===== src/rtl/alu_fun_issue_arb.sv =====
// Round-robin arbiter for the four ALU operation-class request lines.
// The winner is encoded into a registered 2-bit ALU_FUN code and handed
// downstream with a valid/ready handshake. An optional number of idle
// cycles can be forced after every accepted transfer.
module alu_fun_issue_arb #(
    parameter int GAP_CYCLES = 0,
    parameter int GAP_W      = 4
) (
    input  logic       CLK,
    input  logic       RST,
    input  logic       Req_Arith,
    input  logic       Req_Logic,
    input  logic       Req_CMP,
    input  logic       Req_Shift,
    input  logic       ALU_Ready,
    output logic [1:0] ALU_FUN,
    output logic       ALU_Valid,
    output logic [3:0] Grant,
    output logic [3:0] Ack,
    output logic       Busy
);

    typedef enum logic [1:0] {
        S_IDLE  = 2'd0,
        S_ISSUE = 2'd1,
        S_GAP   = 2'd2
    } state_t;

    // Counter preload: the transfer edge itself is not counted, so the
    // counter runs GAP_CYCLES-1 .. 0 and the last GAP edge re-arbitrates.
    localparam logic [GAP_W-1:0] GAP_LOAD = GAP_W'((GAP_CYCLES > 0) ? GAP_CYCLES - 1 : 0);

    state_t           state_q;
    logic [1:0]       fun_q;
    logic             valid_q;
    logic [3:0]       grant_q;
    logic [1:0]       ptr_q;
    logic [GAP_W-1:0] cnt_q;

    logic [3:0]       req_d;
    logic [1:0]       start_d;
    logic [2:0]       pick_d;
    logic             pick_hit_d;
    logic [1:0]       pick_idx_d;
    logic [3:0]       pick_grant_d;
    logic             xfer_d;

    // Scan from 'start' upward with wrap; the first asserted line wins.
    // Returns {found, index}.
    function automatic logic [2:0] rr_pick(input logic [3:0] req, input logic [1:0] start);
        logic [2:0] res;
        logic [1:0] idx;
        res = 3'b000;
        for (int k = 3; k >= 0; k--) begin
            idx = start + 2'(k);
            if (req[idx]) begin
                res = {1'b1, idx};
            end
        end
        return res;
    endfunction

    assign req_d  = {Req_Shift, Req_CMP, Req_Logic, Req_Arith};
    assign xfer_d = valid_q & ALU_Ready;

    // The code equals the requester index, so on a transfer the updated
    // pointer is simply the current code plus one; searching from it lets
    // back-to-back issue use the new priority in the same edge.
    assign start_d      = (state_q == S_ISSUE) ? (fun_q + 2'd1) : ptr_q;
    assign pick_d       = rr_pick(req_d, start_d);
    assign pick_hit_d   = pick_d[2];
    assign pick_idx_d   = pick_d[1:0];
    assign pick_grant_d = 4'b0001 << pick_idx_d;

    // Issue FSM with registered function code, valid, grant and pointer.
    always_ff @(posedge CLK or posedge RST) begin
        if (RST) begin
            state_q <= S_IDLE;
            fun_q   <= 2'b00;
            valid_q <= 1'b0;
            grant_q <= 4'b0000;
            ptr_q   <= 2'b00;
            cnt_q   <= '0;
        end else begin
            case (state_q)
                S_IDLE: begin
                    if (pick_hit_d) begin
                        fun_q   <= pick_idx_d;
                        grant_q <= pick_grant_d;
                        valid_q <= 1'b1;
                        state_q <= S_ISSUE;
                    end
                end
                S_ISSUE: begin
                    if (xfer_d) begin
                        ptr_q <= fun_q + 2'd1;
                        if (GAP_CYCLES == 0) begin
                            if (pick_hit_d) begin
                                fun_q   <= pick_idx_d;
                                grant_q <= pick_grant_d;
                            end else begin
                                valid_q <= 1'b0;
                                grant_q <= 4'b0000;
                                state_q <= S_IDLE;
                            end
                        end else begin
                            valid_q <= 1'b0;
                            grant_q <= 4'b0000;
                            cnt_q   <= GAP_LOAD;
                            state_q <= S_GAP;
                        end
                    end
                end
                S_GAP: begin
                    if (cnt_q == '0) begin
                        if (pick_hit_d) begin
                            fun_q   <= pick_idx_d;
                            grant_q <= pick_grant_d;
                            valid_q <= 1'b1;
                            state_q <= S_ISSUE;
                        end else begin
                            state_q <= S_IDLE;
                        end
                    end else begin
                        cnt_q <= cnt_q - 1'b1;
                    end
                end
                default: begin
                    valid_q <= 1'b0;
                    grant_q <= 4'b0000;
                    state_q <= S_IDLE;
                end
            endcase
        end
    end

    assign ALU_FUN   = fun_q;
    assign ALU_Valid = valid_q;
    assign Grant     = grant_q;
    assign Ack       = grant_q & {4{xfer_d}};
    assign Busy      = (state_q != S_IDLE);

endmodule


===== config.mk =====
export PLATFORM = sky130hd
export DESIGN_NAME = alu_fun_issue_arb
export DESIGN_NICKNAME = d
export VERILOG_FILES = /design/src/rtl/alu_fun_issue_arb.sv
export SDC_FILE = /design/constraint.sdc
export NUM_CORES = 1
export LEC_CHECK = 0
export BUFFER_PORTS_ARGS = -buffer_cell sky130_fd_sc_hd__buf_2
export CAP_MARGIN = 30
export CORE_AREA = 10 10 62 64
export CTS_BUF_LIST = sky130_fd_sc_hd__clkbuf_16
export CTS_CLUSTER_DIAMETER = 100
export DETAILED_ROUTE_END_ITERATION = 16
export DIE_AREA = 0 0 72 74
export GPL_TIMING_DRIVEN = 0
export PLACE_DENSITY = 0.43
export SYNTH_ARGS = -nofsm -noshare
export SYNTH_HDL_FRONTEND = slang
export SYNTH_SLANG_ARGS = --single-unit

===== constraint.sdc =====
create_clock -name CLK -period 3.3 [get_ports CLK]
set_input_delay 0.66 -clock CLK [delete_from_list [all_inputs] [get_ports CLK]]
set_output_delay 0.66 -clock CLK [all_outputs]
set_load 0.05 [all_outputs]

==> results.py, run 1 <==
metrics = {
    "timing": {
        "finalSetupTns_ps": 0,
        "setup_viol": 0,
        "finalMaxSlewViolations": 0,
        "fin_crit_sh": 0.572,
        "hold_violations": 0,
        "skew_ps": 1.33,
        "tightest_slew_ps": 630,
        "max_freq_mhz": 530,
        "rsz0062_at_grt": "no",
        "slew_headroom": 0.577,
        "fin_crit_ps": 1890,
    },
    "floorplan": {
        "die_w_um": 72,
        "fp.dieArea_um2": 5330,
        "rows": 19,
        "fp.dieH_um": 74,
        "boundaryPins": 19,
        "initial_core_util": 0.239,
        "core_um2": 2660,
    },
    "synth": {
        "ys_warn_count": 0,
        "yosys.area.top_type": "dfrtp_1",
        "synth_top_area_frac": 0.393,
        "ys_seq_area_frac": 0.393,
        "ys_types": 31,
        "ys_seq_elements": 10,
        "syn_inst": 68,
        "synth.area.top_cells": "dfrtp_1 39%, a221oi_4 4.1%, nand2_1 4.1%, and3_1 3.9%, mux2_2 3.5%",
        "synth_area_per_cell_um2": 9.37,
        "syn-num-nets": 75,
        "synth_area_um2": 637,
    },
    "placement": {
        "dpl_cell_area_um2": 766,
        "portBuffers": 18,
        "gp_congestion": 0.733,
        "dp_hpwl_um": 1370,
    },
    "clock_network": {
        "cts_tree": "built",
        "ctsLongestPathBuffers": 2,
        "insertion_delay_ps": 240,
        "cts_buffers": 3,
        "cts_resized": 0,
        "cts_setup_buffers": 0,
        "cts.root.buffer_cell": "clkbuf_16",
        "clock-sinks": 10,
        "htreeDepth": 1,
        "clk_pin_slew_ps": 40,
        "hold_buffers": 0,
    },
    "worst_setup_path": {
        "cp-startpoint": "ALU_Ready",
        "cpMaxStageDelayCell": "buf_2",
        "path_cells": "buf_2 > and3_1 > buf_2",
        "arrival_ps": 1230,
        "crit_type": "input pin to output port",
        "critPathTopFamily": "buffers and inverters",
        "path_max_fanout": 7,
        "worstSetupEndpointType": "output port",
        "slowest_delay_ps": 260,
        "crit_path_frequent_cell": "buf_2",
        "timing.rr.start": "ALU_FUN[1]$_DFFE_PP0P_",
        "cp-start-kind": "input pin",
        "required_ps": 2640,
        "worst-path-buf-inv": 2,
    },
    "final_layout": {
        "antenna_cells": 0,
        "fillerInstances": 283,
        "area_growth_pct": 32.6,
        "seqCellArea_um2": 250,
        "fin_nets": 98,
        "drive_gt1_frac": 0.300,
        "multi_input_comb_area_um2": 363,
        "finalInstanceArea_um2": 845,
    },
    "grt": {
        "antenna_found_initial": 0,
        "grt_pass1_wl_um": 2880,
        "grt_overflow": 0,
        "first_global_vias": 641,
        "track_usage": 0.0680,
        "grt_max_degree": 11,
    },
    "route": {
        "first_pass_iters": 4,
        "first_iter_violations": 14,
        "ant_nets": 0,
        "wl_per_cell_um": 14.3,
        "routed_wl_um": 1730,
        "vias_per_cell": 4.97,
        "drc_errors": 0,
        "vias": 601,
    },
    "run": {
        "cap_violations": 0,
    },
    "status": {
        "status": "finished clean",
    },
    "hold_path": {
        "hold_path.class": "input pin to async pin",
    },
    "power": {
        "pwr_density_cell_nw_per_um2": 1040,
        "power_uw": 880,
        "irDropWorstVdd_uv": 526,
        "p_leak_nw": 0.409,
    },
}
placed cells by master (no fill, tap or decap):
| master | Yosys | final |
|---|---|---|
| mux2_2 | 2 | 2 |
| o21bai_1 | 1 | 1 |
| and2_1 | 1 | 1 |
| o31ai_1 | 1 | 1 |
| nand3b_1 | 3 | 3 |
| nand4_1 | 1 | 1 |
| clkbuf_16 | 0 | 3 |
| and2b_1 | 1 | 1 |
| nor2_1 | 4 | 4 |
| a31oi_1 | 2 | 2 |
| nor4_2 | 1 | 1 |
| xnor2_1 | 1 | 1 |
| nand3_1 | 3 | 3 |
| a221oi_4 | 1 | 1 |
| o21ai_0 | 3 | 3 |
| o22ai_1 | 1 | 1 |
| dfrtp_1 | 10 | 10 |
| a21oi_1 | 2 | 2 |
| inv_1 | 5 | 5 |
| a41o_1 | 1 | 1 |
| a32o_1 | 2 | 2 |
| and3_1 | 4 | 4 |
| nor3_1 | 1 | 1 |
| buf_2 | 1 | 19 |
| nand2b_1 | 2 | 2 |
| mux2i_1 | 2 | 2 |
| clkinv_1 | 0 | 1 |
| or2_2 | 1 | 1 |
| o22a_1 | 1 | 1 |
| nand4bb_1 | 1 | 1 |
| a221o_1 | 1 | 1 |
| nand2_1 | 7 | 7 |
| nor2b_1 | 1 | 1 |
worst paths after layout:
kind | end | slack, ps | cells after the start
min in group CLK | Grant[0]$_DFFE_PP0P_ | 510 | 2
max | Ack[0] | 1410 | 3
min | ALU_FUN[1]$_DFFE_PP0P_ | 390 | 2
min reg2reg | Grant[0]$_DFFE_PP0P_ | 510 | 2
max reg2reg | Grant[2]$_DFFE_PP0P_ | 1500 | 5
max in group asynchronous | Grant[2]$_DFFE_PP0P_ | 2640 | 2
metrics by stage:
| step | instances | util | hold slack [ps] | setup slack (ps) |
|---|---|---|---|---|
| finish | 121 | 0.317 | 391 | 1410 |
| floorplan | 68 | - | 485 | 1410 |
| CTS | 121 | 0.317 | 411 | 1410 |
| global placement | 117 | 0.288 | 486 | 1230 |
| global route | 121 | 0.317 | 434 | 1280 |
| detailed placement | 117 | 0.288 | 487 | 1200 |
logic make-up (layout without fill, tap and decap cells):
group	after synthesis	in the layout	share of synthesized area
buffers and inverters	6	28	0.0373
AND/OR/NAND/NOR	31	31	0.279
multiplexers	4	4	0.0668
flip-flops	10	10	0.393
AO/OA/AOI/OAI	16	16	0.210
XOR/XNOR	1	1	0.0138
state kept, by name (all words and copies together), names as in the netlist:
register and flops:
ALU_Valid 1, state_q 1, ptr_q 2, ALU_FUN 2, Grant 4
where the power goes:
part | leakage (nW) | internal [mW] | total [mW] | switching [mW]
clock network | 0.0385 | 0.159 | 0.214 | 0.0551
registers | 0.121 | 0.174 | 0.235 | 0.0605
logic | 0.249 | 0.135 | 0.431 | 0.297
routing by layer:
metal,up-vias,GRT usage,share of wire
met2,18,0.112,0.46
met1,284,0.0766,0.46
met4,0,0.0452,0.023
li1,294,-,-
met5,-,0,0
met3,5,0.0173,0.051
worst reg2reg max path, stage by stage (launching register included):
cell       delay (ps)
dfrtp_1           440
xnor2_1           190
a221o_1           380
a221oi_4          380
nand4bb_1         180
nand4_1            90
layout make-up:
| class | count | share of cell area |
|---|---|---|
| buffer | 1 | 0.00593 |
| timing repair buffer | 18 | 0.107 |
| clock inverter | 1 | 0.00444 |
| sequential | 10 | 0.296 |
| inverter | 5 | 0.0222 |
| clock buffer | 3 | 0.0889 |
| multi-input combinational | 52 | 0.430 |
| tap | 31 | 0.0459 |
synthesized netlist by cell type (all sizes together):
master / count
dfrtp: 10
nand2: 7
inv: 5
and3: 4
nor2: 4
nand3: 3
nand3b: 3
o21ai: 3
a21oi: 2
a31oi: 2
a32o: 2
mux2: 2
mux2i: 2
nand2b: 2
a221o: 1
a221oi: 1
a41o: 1
and2: 1
and2b: 1
buf: 1
nand4: 1
nand4bb: 1
nor2b: 1
nor3: 1
nor4: 1
o21bai: 1
o22a: 1
o22ai: 1
o31ai: 1
or2: 1
xnor2: 1
Power figures use the tool's default switching activity.
==> inputs of run 2 (changes only) <==
- ABC_AREA: not set -> 1
- CORE_AREA: 10 10 62 64 -> 10 10 67 69
- DIE_AREA: 0 0 72 74 -> 0 0 77 79
- PLACE_DENSITY: 0.43 -> 0.42
- clock period: 3.3 -> 1.8 ns (I/O delays scaled with it)
==> run 2 against run 1 <==
Against the previous run:
- synthesized cell count rose by 82%
- setup slack worse by 1300 ps
- clock skew up 5.3 ps
- power shrank 23%
- largest cell class unchanged
- largest power group is now clock
==> results.py, run 2 <==
metrics = {
    "status": {
        "status": "finished clean",
    },
    "final_layout": {
        "instances_no_fill": 197,
        "mostFrequentLayoutCell": "nand2_1",
        "drive_gt1_frac": 0.470,
        "multi_input_comb_area_um2": 643,
        "finalInstanceArea_um2": 1240,
        "final_cell_mix": "35 x nand2_1, 18 x buf_2, 16 x inv_1",
        "fillerInstances": 345,
        "fin_util": 0.383,
        "fin_nets": 159,
        "antenna_cells": 0,
        "area_growth_pct": 63.5,
        "seqCellArea_um2": 254,
        "largest_register_ffs": 4,
    },
    "floorplan": {
        "rows": 21,
        "initial_core_util": 0.234,
        "core_um2": 3230,
        "fp.dieH_um": 79,
        "fp.dieArea_um2": 6080,
        "die_w_um": 77,
        "boundaryPins": 19,
    },
    "route": {
        "vias": 838,
        "routed_wl_um": 2120,
        "first_iter_violations": 12,
        "ant_nets": 0,
        "wl_per_cell_um": 10.8,
        "vias_per_cell": 4.25,
        "drc_errors": 0,
        "first_pass_iters": 4,
    },
    "grt": {
        "track_usage": 0.0669,
        "grt_pass1_wl_um": 3450,
        "grt_overflow": 0,
        "grt_max_degree": 11,
        "antenna_found_initial": 0,
        "first_global_vias": 766,
    },
    "synth": {
        "yosys.area.top_type": "dfrtp_1",
        "synth_area_per_cell_um2": 6.10,
        "synth_common_cells": "49 x nand2_1, 17 x nand3_1, 15 x inv_1",
        "ys_types": 15,
        "synth_top_area_frac": 0.331,
        "synth_area_um2": 757,
        "ys_seq_area_frac": 0.331,
        "synth_enable_flop_cells": 0,
        "synth_ff_type": "dfrtp_1",
        "post-synth-top-count-cell": "nand2_1",
        "syn_inst": 124,
        "syn-num-nets": 131,
        "ys_seq_elements": 10,
        "ys_warn_count": 0,
        "synth.area.top_cells": "dfrtp_1 33%, nand2_1 24%, nand3_1 11%, inv_1 7.4%, nand2_2 5.8%",
        "async_flop_share": 1.00,
    },
    "power": {
        "p_sw_uw": 139,
        "p_clk_frac": 0.574,
        "power_uw": 679,
        "internal-power_uw": 540,
        "switching_share": 0.205,
        "pwr_density_cell_nw_per_um2": 549,
        "pwr-share-seq": 0.333,
        "p_leak_nw": 0.671,
        "irDropWorstVdd_uv": 670,
        "power_frac_comb": 0.093,
    },
    "worst_setup_path": {
        "cpMaxStageDelayCell": "dfrtp_2",
        "critPathTopFamily": "simple AND/OR/NAND/NOR gates",
        "crit_type": "flip-flop to flip-flop",
        "slowest_delay_ps": 460,
        "required_ps": 1920,
        "arrival_ps": 1850,
        "worstSetupEndpointType": "flip-flop",
        "path_max_fanout": 5,
        "worst-path-buf-inv": 2,
        "path_cells": "buf_4 > nand3_4 > nand2_2 > nand2_4 > nand3_4 > nand2_4 > nor2_4 > nor2_2 > nand2_1 > buf_4 > nand4_1 > nand2_1",
        "cp-start-kind": "flip-flop",
    },
    "timing": {
        "fin_crit_sh": 0.961,
        "finalMaxSlewViolations": 0,
        "slew_headroom": 0.733,
        "max_freq_mhz": 578,
        "fin_crit_ps": 1730,
        "hold_violations": 0,
        "finalWorstSetupSlack_ps": 69.5,
        "tightest_slew_ps": 401,
        "finalSetupTns_ps": 0,
        "skew_ps": 6.60,
        "setup_viol": 0,
        "hold_ws_ps": 101,
    },
    "placement": {
        "dp_hpwl_um": 1650,
        "dpl.cell_count": 188,
        "gp_congestion": 0.734,
        "portBuffers": 18,
        "preCtsSetupSlack_ps": 34.9,
        "dpl_cell_area_um2": 908,
    },
    "clock_network": {
        "insertion_delay_ps": 230,
        "ctsLongestPathBuffers": 2,
        "cts_buffers": 3,
        "cts.root.buffer_cell": "clkbuf_16",
        "clock-sinks": 10,
        "htreeDepth": 1,
        "cts_tree": "built",
        "clk_pin_slew_ps": 40,
    },
    "run": {
        "cap_violations": 0,
    },
    "hold_path": {
        "hold_path.class": "input pin to async pin",
    },
}
[run 2: area by class of cell]
class | count | share of cell area
Multi-Input combinational cell | 96 | 0.520
Sequential cell | 10 | 0.205
Timing Repair Buffer | 23 | 0.103
Inverter | 18 | 0.0617
Clock buffer | 3 | 0.0607
Tap cell | 46 | 0.0465
Clock inverter | 1 | 0.00303
[run 2: path summary, 6_finish.rpt]
kind	startpoint	endpoint	slack, ps	depth (start not counted)
hold / removal	RST	ptr_q[0]$_DFFE_PP0P_	100	2
hold reg to reg	Grant[2]$_DFFE_PP0P_	Grant[2]$_DFFE_PP0P_	500	2
min in group CLK	Grant[2]$_DFFE_PP0P_	Grant[2]$_DFFE_PP0P_	500	2
setup / recovery	state_q[0]$_DFFE_PP0P_	Grant[0]$_DFFE_PP0P_	70	12
setup reg to reg	state_q[0]$_DFFE_PP0P_	Grant[0]$_DFFE_PP0P_	70	12
max in group asynchronous	RST	ALU_FUN[1]$_DFFE_PP0P_	1390	2
[run 2: timing repair]
item / CTS / global route
buffers inserted: 0 / 5
hold buffers: 0 / 0
resized for setup: 0 / 49
endpoints found under the setup margin: 0 / 8
[run 2: power by group through the flow]
stage	combinational, mW	sequential, mW	clock (mW)
after global placement	0.0445	0.229	0
final	0.0635	0.226	0.390
after CTS	0.0452	0.226	0.397
after floorplan	0.0300	0.229	0
after global routing	0.0708	0.226	0.408
after detailed placement	0.0450	0.229	0
[run 2: logic make-up (layout without fill, tap and decap cells)]
family / after synthesis / in the layout / share of synthesized area
AOI/OAI and AO/OA: 7 / 7 / 0.0463
buffers and inverters: 18 / 45 / 0.0909
DFF: 10 / 10 / 0.331
and+or+nand+nor: 89 / 89 / 0.532
[run 2: per-layer routing]
layer	vias to the layer above	track usage	wire, um
met5	-	0	0
met4	0	0.0219	20
met3	2	0.0158	41
met2	8	0.117	1110
met1	386	0.0789	955
li1	442	-	-
